`src/rtl/pipeline_hazard_ctrl.sv`:
```
// ---------------------------------------------------------------------------
// pipeline_hazard_ctrl
//
// Hazard controller for a five-stage in-order pipeline. It resolves three
// hazards, from highest to lowest priority:
//   - multi-cycle multiply: freezes the front end while the multiply is in EX
//   - load-use: stalls IF/ID and inserts a bubble into ID/EX
//   - taken branch: flushes IF/ID
// All control outputs respond in the same cycle as their inputs. Only the
// FSM state, the multiply countdown and the stall counter are registered.
//
// Parameters
//   MUL_LAT         total EX occupancy of a multiply in cycles (2..15)
//
// Ports
//   clk_i           clock; all state updates on its rising edge
//   rst_i           asynchronous active-high reset
//   ID_RS1addr_i    rs1 index of the instruction in ID
//   ID_RS2addr_i    rs2 index of the instruction in ID
//   EX_MemRead_i    instruction in EX is a load
//   EX_RDaddr_i     rd index of the instruction in EX
//   EX_MulStart_i   instruction in EX is a multiply (held while it stays in EX)
//   Branch_taken_i  ID resolved a taken branch this cycle
//   PCWrite_o       PC update enable
//   IFIDWrite_o     IF/ID load enable
//   IFIDFlush_o     IF/ID clears to NOP
//   IDEXWrite_o     ID/EX load enable
//   IDEXBubble_o    ID/EX loads zeroed control fields
//   MulDone_o       one-cycle pulse: multiply result valid in EX
//   Busy_o          FSM is in the multiply-busy state
//   StallCount_o    saturating count of cycles with PCWrite_o low
// ---------------------------------------------------------------------------
module pipeline_hazard_ctrl #(
    parameter int unsigned MUL_LAT = 4
) (
    input  logic        clk_i,
    input  logic        rst_i,
    input  logic [4:0]  ID_RS1addr_i,
    input  logic [4:0]  ID_RS2addr_i,
    input  logic        EX_MemRead_i,
    input  logic [4:0]  EX_RDaddr_i,
    input  logic        EX_MulStart_i,
    input  logic        Branch_taken_i,
    output logic        PCWrite_o,
    output logic        IFIDWrite_o,
    output logic        IFIDFlush_o,
    output logic        IDEXWrite_o,
    output logic        IDEXBubble_o,
    output logic        MulDone_o,
    output logic        Busy_o,
    output logic [15:0] StallCount_o
);

    // The cycle that starts the multiply is its first hold cycle, so the
    // countdown loaded on entry covers the remaining EX cycles.
    localparam logic [3:0] MulLatM1 = 4'(MUL_LAT - 1);

    typedef enum logic [0:0] {
        StRun,
        StMulBusy
    } state_e;

    state_e      state_q, state_d;
    logic [3:0]  cnt_q, cnt_d;
    logic [15:0] stall_cnt_q;

    logic load_use;
    logic mul_hold;
    logic mul_done;

    // x0 is hard-wired to zero, so a load targeting it never creates a hazard.
    always_comb begin
        load_use = EX_MemRead_i && (EX_RDaddr_i != 5'd0) &&
                   ((EX_RDaddr_i == ID_RS1addr_i) || (EX_RDaddr_i == ID_RS2addr_i));
    end

    // Next state and multiply hold/done decode.
    always_comb begin
        state_d  = state_q;
        cnt_d    = cnt_q;
        mul_hold = 1'b0;
        mul_done = 1'b0;
        unique case (state_q)
            StRun: begin
                if (EX_MulStart_i) begin
                    mul_hold = 1'b1;
                    state_d  = StMulBusy;
                    cnt_d    = MulLatM1;
                end
            end
            StMulBusy: begin
                if (cnt_q > 4'd1) begin
                    mul_hold = 1'b1;
                    cnt_d    = cnt_q - 4'd1;
                end else begin
                    // Final EX cycle: release the front end and evaluate the
                    // remaining hazards as in RUN.
                    mul_done = 1'b1;
                    state_d  = StRun;
                    cnt_d    = 4'd0;
                end
            end
            default: begin
                state_d = StRun;
                cnt_d   = 4'd0;
            end
        endcase
    end

    // Pipeline control outputs, priority multiply > load-use > branch.
    always_comb begin
        PCWrite_o    = 1'b1;
        IFIDWrite_o  = 1'b1;
        IFIDFlush_o  = 1'b0;
        IDEXWrite_o  = 1'b1;
        IDEXBubble_o = 1'b0;
        if (rst_i) begin
            // Outputs stay at their idle values while reset is asserted.
        end else if (mul_hold) begin
            PCWrite_o   = 1'b0;
            IFIDWrite_o = 1'b0;
            IDEXWrite_o = 1'b0;
        end else if (load_use) begin
            // A coincident taken branch is dropped; it re-resolves next cycle.
            PCWrite_o    = 1'b0;
            IFIDWrite_o  = 1'b0;
            IDEXBubble_o = 1'b1;
        end else if (Branch_taken_i) begin
            IFIDFlush_o = 1'b1;
        end
    end

    always_comb begin
        MulDone_o    = mul_done && !rst_i;
        Busy_o       = (state_q == StMulBusy) && !rst_i;
        StallCount_o = stall_cnt_q;
    end

    always_ff @(posedge clk_i or posedge rst_i) begin
        if (rst_i) begin
            state_q <= StRun;
            cnt_q   <= 4'd0;
        end else begin
            state_q <= state_d;
            cnt_q   <= cnt_d;
        end
    end

    // Saturating stall counter.
    always_ff @(posedge clk_i or posedge rst_i) begin
        if (rst_i) begin
            stall_cnt_q <= 16'd0;
        end else if (!PCWrite_o && (stall_cnt_q != 16'hFFFF)) begin
            stall_cnt_q <= stall_cnt_q + 16'd1;
        end
    end

endmodule

```
`config.mk`:
```
export PLATFORM = sky130hd
export DESIGN_NAME = pipeline_hazard_ctrl
export DESIGN_NICKNAME = d
export VERILOG_FILES = /design/src/rtl/pipeline_hazard_ctrl.sv
export SDC_FILE = /design/constraint.sdc
export NUM_CORES = 1
export LEC_CHECK = 0
export BUFFER_PORTS_ARGS = -buffer_cell sky130_fd_sc_hd__clkbuf_2
export CORE_MARGIN = 4
export CORE_UTILIZATION = 49
export DETAILED_ROUTE_END_ITERATION = 7
export PLACE_DENSITY = 0.78
export SLEW_MARGIN = 5
export SYNTH_ARGS = -nofsm -noshare
export SYNTH_HDL_FRONTEND = slang
export SYNTH_SLANG_ARGS = --single-unit
export TNS_END_PERCENT = 5
```
`constraint.sdc`:
```
create_clock -name clk_i -period 3.29 [get_ports clk_i]
set_input_delay 0.987 -clock clk_i [delete_from_list [all_inputs] [get_ports clk_i]]
set_output_delay 0.987 -clock clk_i [all_outputs]
set_load 0.02 [all_outputs]
```
==> summary.md <==
| Metric | Value |
|---|---|
| Status | `finished clean` |
| H-tree lvl count | `1` |
| Placement-stage worst setup slack | `-3.92 ps` |
| Global-route congestion overflow total | `0` |
| Total number of clock tree sinks | `21` |
| Async set-reset flop share out of synthesis | `100%` |
| Post-detailed-route DRC marker count | `0` |
| Clock slew at reported path FFs | `around 110 ps` |
| Timing-limited maximum frequency | `between 300 and 400 MHz` |
| Setup slack on the worst flop-to-flop path | `around 990 ps` |
| Worst vdd ir | `between 0.5 and 0.6 mV` |
| Worst Hold End | `StallCount_o[15]` |
| Maximum number of pins on one net before global-route repair | `23` |
| Yosys Warn Count | `0` |
| Share of total power in sequential cells | `40.9%` |
| Final routed wirelength across all metal layers | `2990 um` |
| Critical path type | `in2out` |
| Startpoint of the lowest-slack hold path | `StallCount_o[15]` |
| HPWL Detailed | `2420 um` |
| Switching part of the total power | `45.2%` |
| Final worst setup slack | `approximately 25 ps` |
| Total leakage power | `between 0.8 and 0.9 nW` |
| Number of hold-slack violations in the final timing report | `0` |
| Total non-filler cell area in the finished layout | `approximately 1600 um2` |
| Vias | `1141` |
| Type of destination of the critical path | `output pin` |
| R2r endpoint | `StallCount_o[14]` |
| Antenna diode count | `0` |
| Routability congestion estimate from global placement | `0.837` |
| Worst path arrival time | `~2300 ps` |
| Vias per Instance | `approximately 5.4` |
| Required time reported for the critical path endpoint | `around 2300 ps` |
| Number of nets with antenna violations after routing | `0` |
| Initial core utilization | `between 50 and 60%` |
| Nets@finish | `205` |
| Total of hold buffers inserted after clock tree synthesis | `0` |
| Post-Synthesis Cells | `about 130` |
| Root buf cell | `sky130_fd_sc_hd__clkbuf_4` |
| CTS tree | `done` |
| Drt first pass iters | `4` |
| Critical path fanouts, max | `3` |
| Yosys cell types | `30` |
| Post-route fraction of the period consumed by the critical path | `approximately 99%` |
| Number of standard-cell rows in the floorplan | `18` |
| Synth top area cells | `sky130_fd_sc_hd__dfrtp_1, sky130_fd_sc_hd__xnor2_1, sky130_fd_sc_hd__xor2_1` |
| Register-to-Register Path Depth | `8` |
| Antenna violations before repair | `0` |
| Post-CTS setup buffer count | `0` |
| Classification of the worst-slack hold path | `reg2reg` |
| Die Outline Area | `roughly 3500 um2` |
| CP startpoint kind | `primary input` |
| Initial detailed-routing violation count | `between 40 and 50` |
| Final Slew Violations | `0` |
| Number of I/O port buffers | `42` |
| Number of setup violations in the final report | `0` |
| TritonCTS Buffers | `3` |
| Maximum Capacitance Violations | `0` |
| Biggest area consumer among synthesized cells | `sky130_fd_sc_hd__dfrtp_1` |
| Area of the mapped netlist | `~1300 um2` |
| Average wire length per cell after detail routing | `approximately 14 um` |
| Via count of the first global-routing pass | `between 1000 and 1500` |
| Power density over the cells | `681 nW/um2` |
| Placement Cell Area | `about 1500 um2` |
| Fraction of layout cells with a size suffix above 1 | `around a third` |
| Worst Max-Slew Pin Slew | `around 490 ps` |
| Sequential element share of the synthesized area | `between 40% and 50%` |
| Number of synthesized flops with an enable pin | `0` |
| Count of fill cells added during filler insertion | `between 200 and 250` |
| Critical register-to-register path startpoint | `cnt_q[0]` |
| Net switching power | `490 uW` |
| Leading cell type by number of instances after synthesis | `sky130_fd_sc_hd__dfrtp_1` |
| Minimum hold slack | `501 ps` |
| Power consumption | `approximately 1.1 mW` |
| Post-Syn Nets | `~160` |
| Worst clock skew | `1.71 ps` |
| Worst Hold Path Cells | `1` |
| Prevailing post-synth register cell | `sky130_fd_sc_hd__dfrtp_1` |
| Most instantiated cells after synthesis | `sky130_fd_sc_hd__dfrtp_1, sky130_fd_sc_hd__nand2_1, sky130_fd_sc_hd__xnor2_1, sky130_fd_sc_hd__xor2_1, sky130_fd_sc_hd__nor2_1` |
| Die Height | `between 50 and 60 um` |
| Synthesized area divided by synthesized cell count | `~9.6 um2` |
| Internal power | `around 600 uW` |
| Source-to-sink clock delay at the later pin of the worst-skew pair | `~300 ps` |
| Area fraction of the dominant cell type after synthesis | `41.6%` |
| Horizontal die dimension | `between 50 and 60 um` |
| Area inside the core boundary | `2480 um2` |
| Layout Area Growth over Synthesis | `25.8%` |
| Top Ports | `43` |
| Relative contribution of combinational cells to total power | `about 48%` |
| First-pass GRT wire length | `5080 um` |
| Number of buffers between clock root and the deepest sink | `2` |
| Total track usage | `between 10% and 20%` |
| Clk network pwr share | `11.2%` |
| Total of flip-flops plus latches after synthesis | `21` |
| Setup TNS | `0 ps` |
| Fin crit period | `between 3000 and 4000 ps` |
| Slew HR | `a little under 70%` |
[layout by cell type (no fill, tap or decap), types with 2 or more instances in the layout]
cell type,n
sky130_fd_sc_hd__and3_1,2
sky130_fd_sc_hd__nor3_1,9
sky130_fd_sc_hd__clkbuf_2,40
sky130_fd_sc_hd__buf_4,6
sky130_fd_sc_hd__nor2b_1,2
sky130_fd_sc_hd__nand2_1,13
sky130_fd_sc_hd__xnor2_1,12
sky130_fd_sc_hd__o21ai_0,5
sky130_fd_sc_hd__nand4_1,5
sky130_fd_sc_hd__a21oi_2,2
sky130_fd_sc_hd__nor3b_1,2
sky130_fd_sc_hd__xor2_1,12
sky130_fd_sc_hd__and4_1,2
sky130_fd_sc_hd__ha_1,3
sky130_fd_sc_hd__mux2_4,2
sky130_fd_sc_hd__inv_1,5
sky130_fd_sc_hd__nor2_1,11
sky130_fd_sc_hd__nand3_1,9
sky130_fd_sc_hd__or4_1,2
sky130_fd_sc_hd__clkbuf_4,3
sky130_fd_sc_hd__dfrtp_1,21
[power by group through the flow]
stage / clock network [mW] / logic, mW / registers, mW
6_report: 0.122 / 0.519 / 0.443
5_1_grt: 0.139 / 0.567 / 0.460
4_1_cts: 0.124 / 0.519 / 0.441
3_5_place_dp: 0 / 0.517 / 0.446
3_3_place_gp: 0 / 0.498 / 0.435
2_1_floorplan: 0 / 0.344 / 0.459
[what timing repair did]
action | in CTS | in global routing
gates resized for setup | 1 | 6
endpoints found under the setup margin | 1 | 2
gates cloned | 0 | 0
[worst max-delay path by stage]
stage,start,cells past startpoint,end
after floorplan,EX_RDaddr_i[1],6,PCWrite_o
after global routing,EX_RDaddr_i[1],9,IDEXBubble_o
after global placement,EX_RDaddr_i[2],6,IFIDFlush_o
final,EX_RDaddr_i[2],6,IFIDFlush_o
after detailed placement,EX_RDaddr_i[2],6,IFIDFlush_o
after CTS,EX_RDaddr_i[2],6,IFIDFlush_o
[sequential cells by signal, summed over array words and instances, names as in the netlist]
name	count
StallCount_o	16
cnt_q	4
state_q	1
[worst max-delay path, stage by stage]
cell and delay, ps:
sky130_fd_sc_hd__clkbuf_2 110, sky130_fd_sc_hd__or4_1 530, sky130_fd_sc_hd__o21ai_2 140, sky130_fd_sc_hd__nand2b_4 140, sky130_fd_sc_hd__and4_1 200, sky130_fd_sc_hd__buf_2 160
[kinds of logic after synthesis]
group                    synth area share [%]
AND/OR/NAND/NOR                          26.2
multiplexers                             2.38
AO/OA/AOI/OAI                            7.72
XOR/XNOR                                 16.6
adder cells (fa/ha/maj)                  2.97
flip-flops                               41.6
buffers and inverters                    2.48
[routing by layer]
| layer | vias to the layer above | GRT usage, % | wire (um) |
|---|---|---|---|
| met4 | 0 | 5.18 | 63 |
| li1 | 556 | - | - |
| met5 | - | 0 | 0 |
| met3 | 8 | 3.29 | 103 |
| met2 | 28 | 33.6 | 1600 |
| met1 | 549 | 23.2 | 1230 |
[metrics by stage]
stage	cells	util [%]
2_1_floorplan	132	-
3_3_place_gp	207	62.0
3_5_place_dp	207	62.0
4_1_cts	211	63.4
5_1_grt	211	64.2
6_report	211	64.2
[area by class of cell]
class	instances	area (um2)	share of cell area (%)
clock buffer	4	26.3	1.65
sequential	21	526	33.0
multi-input combinational	104	732	46.0
inverter	5	18.8	1.18
tap	30	37.5	2.36
timing repair buffer	47	250	15.7
(Power assumes the default switching activity.)
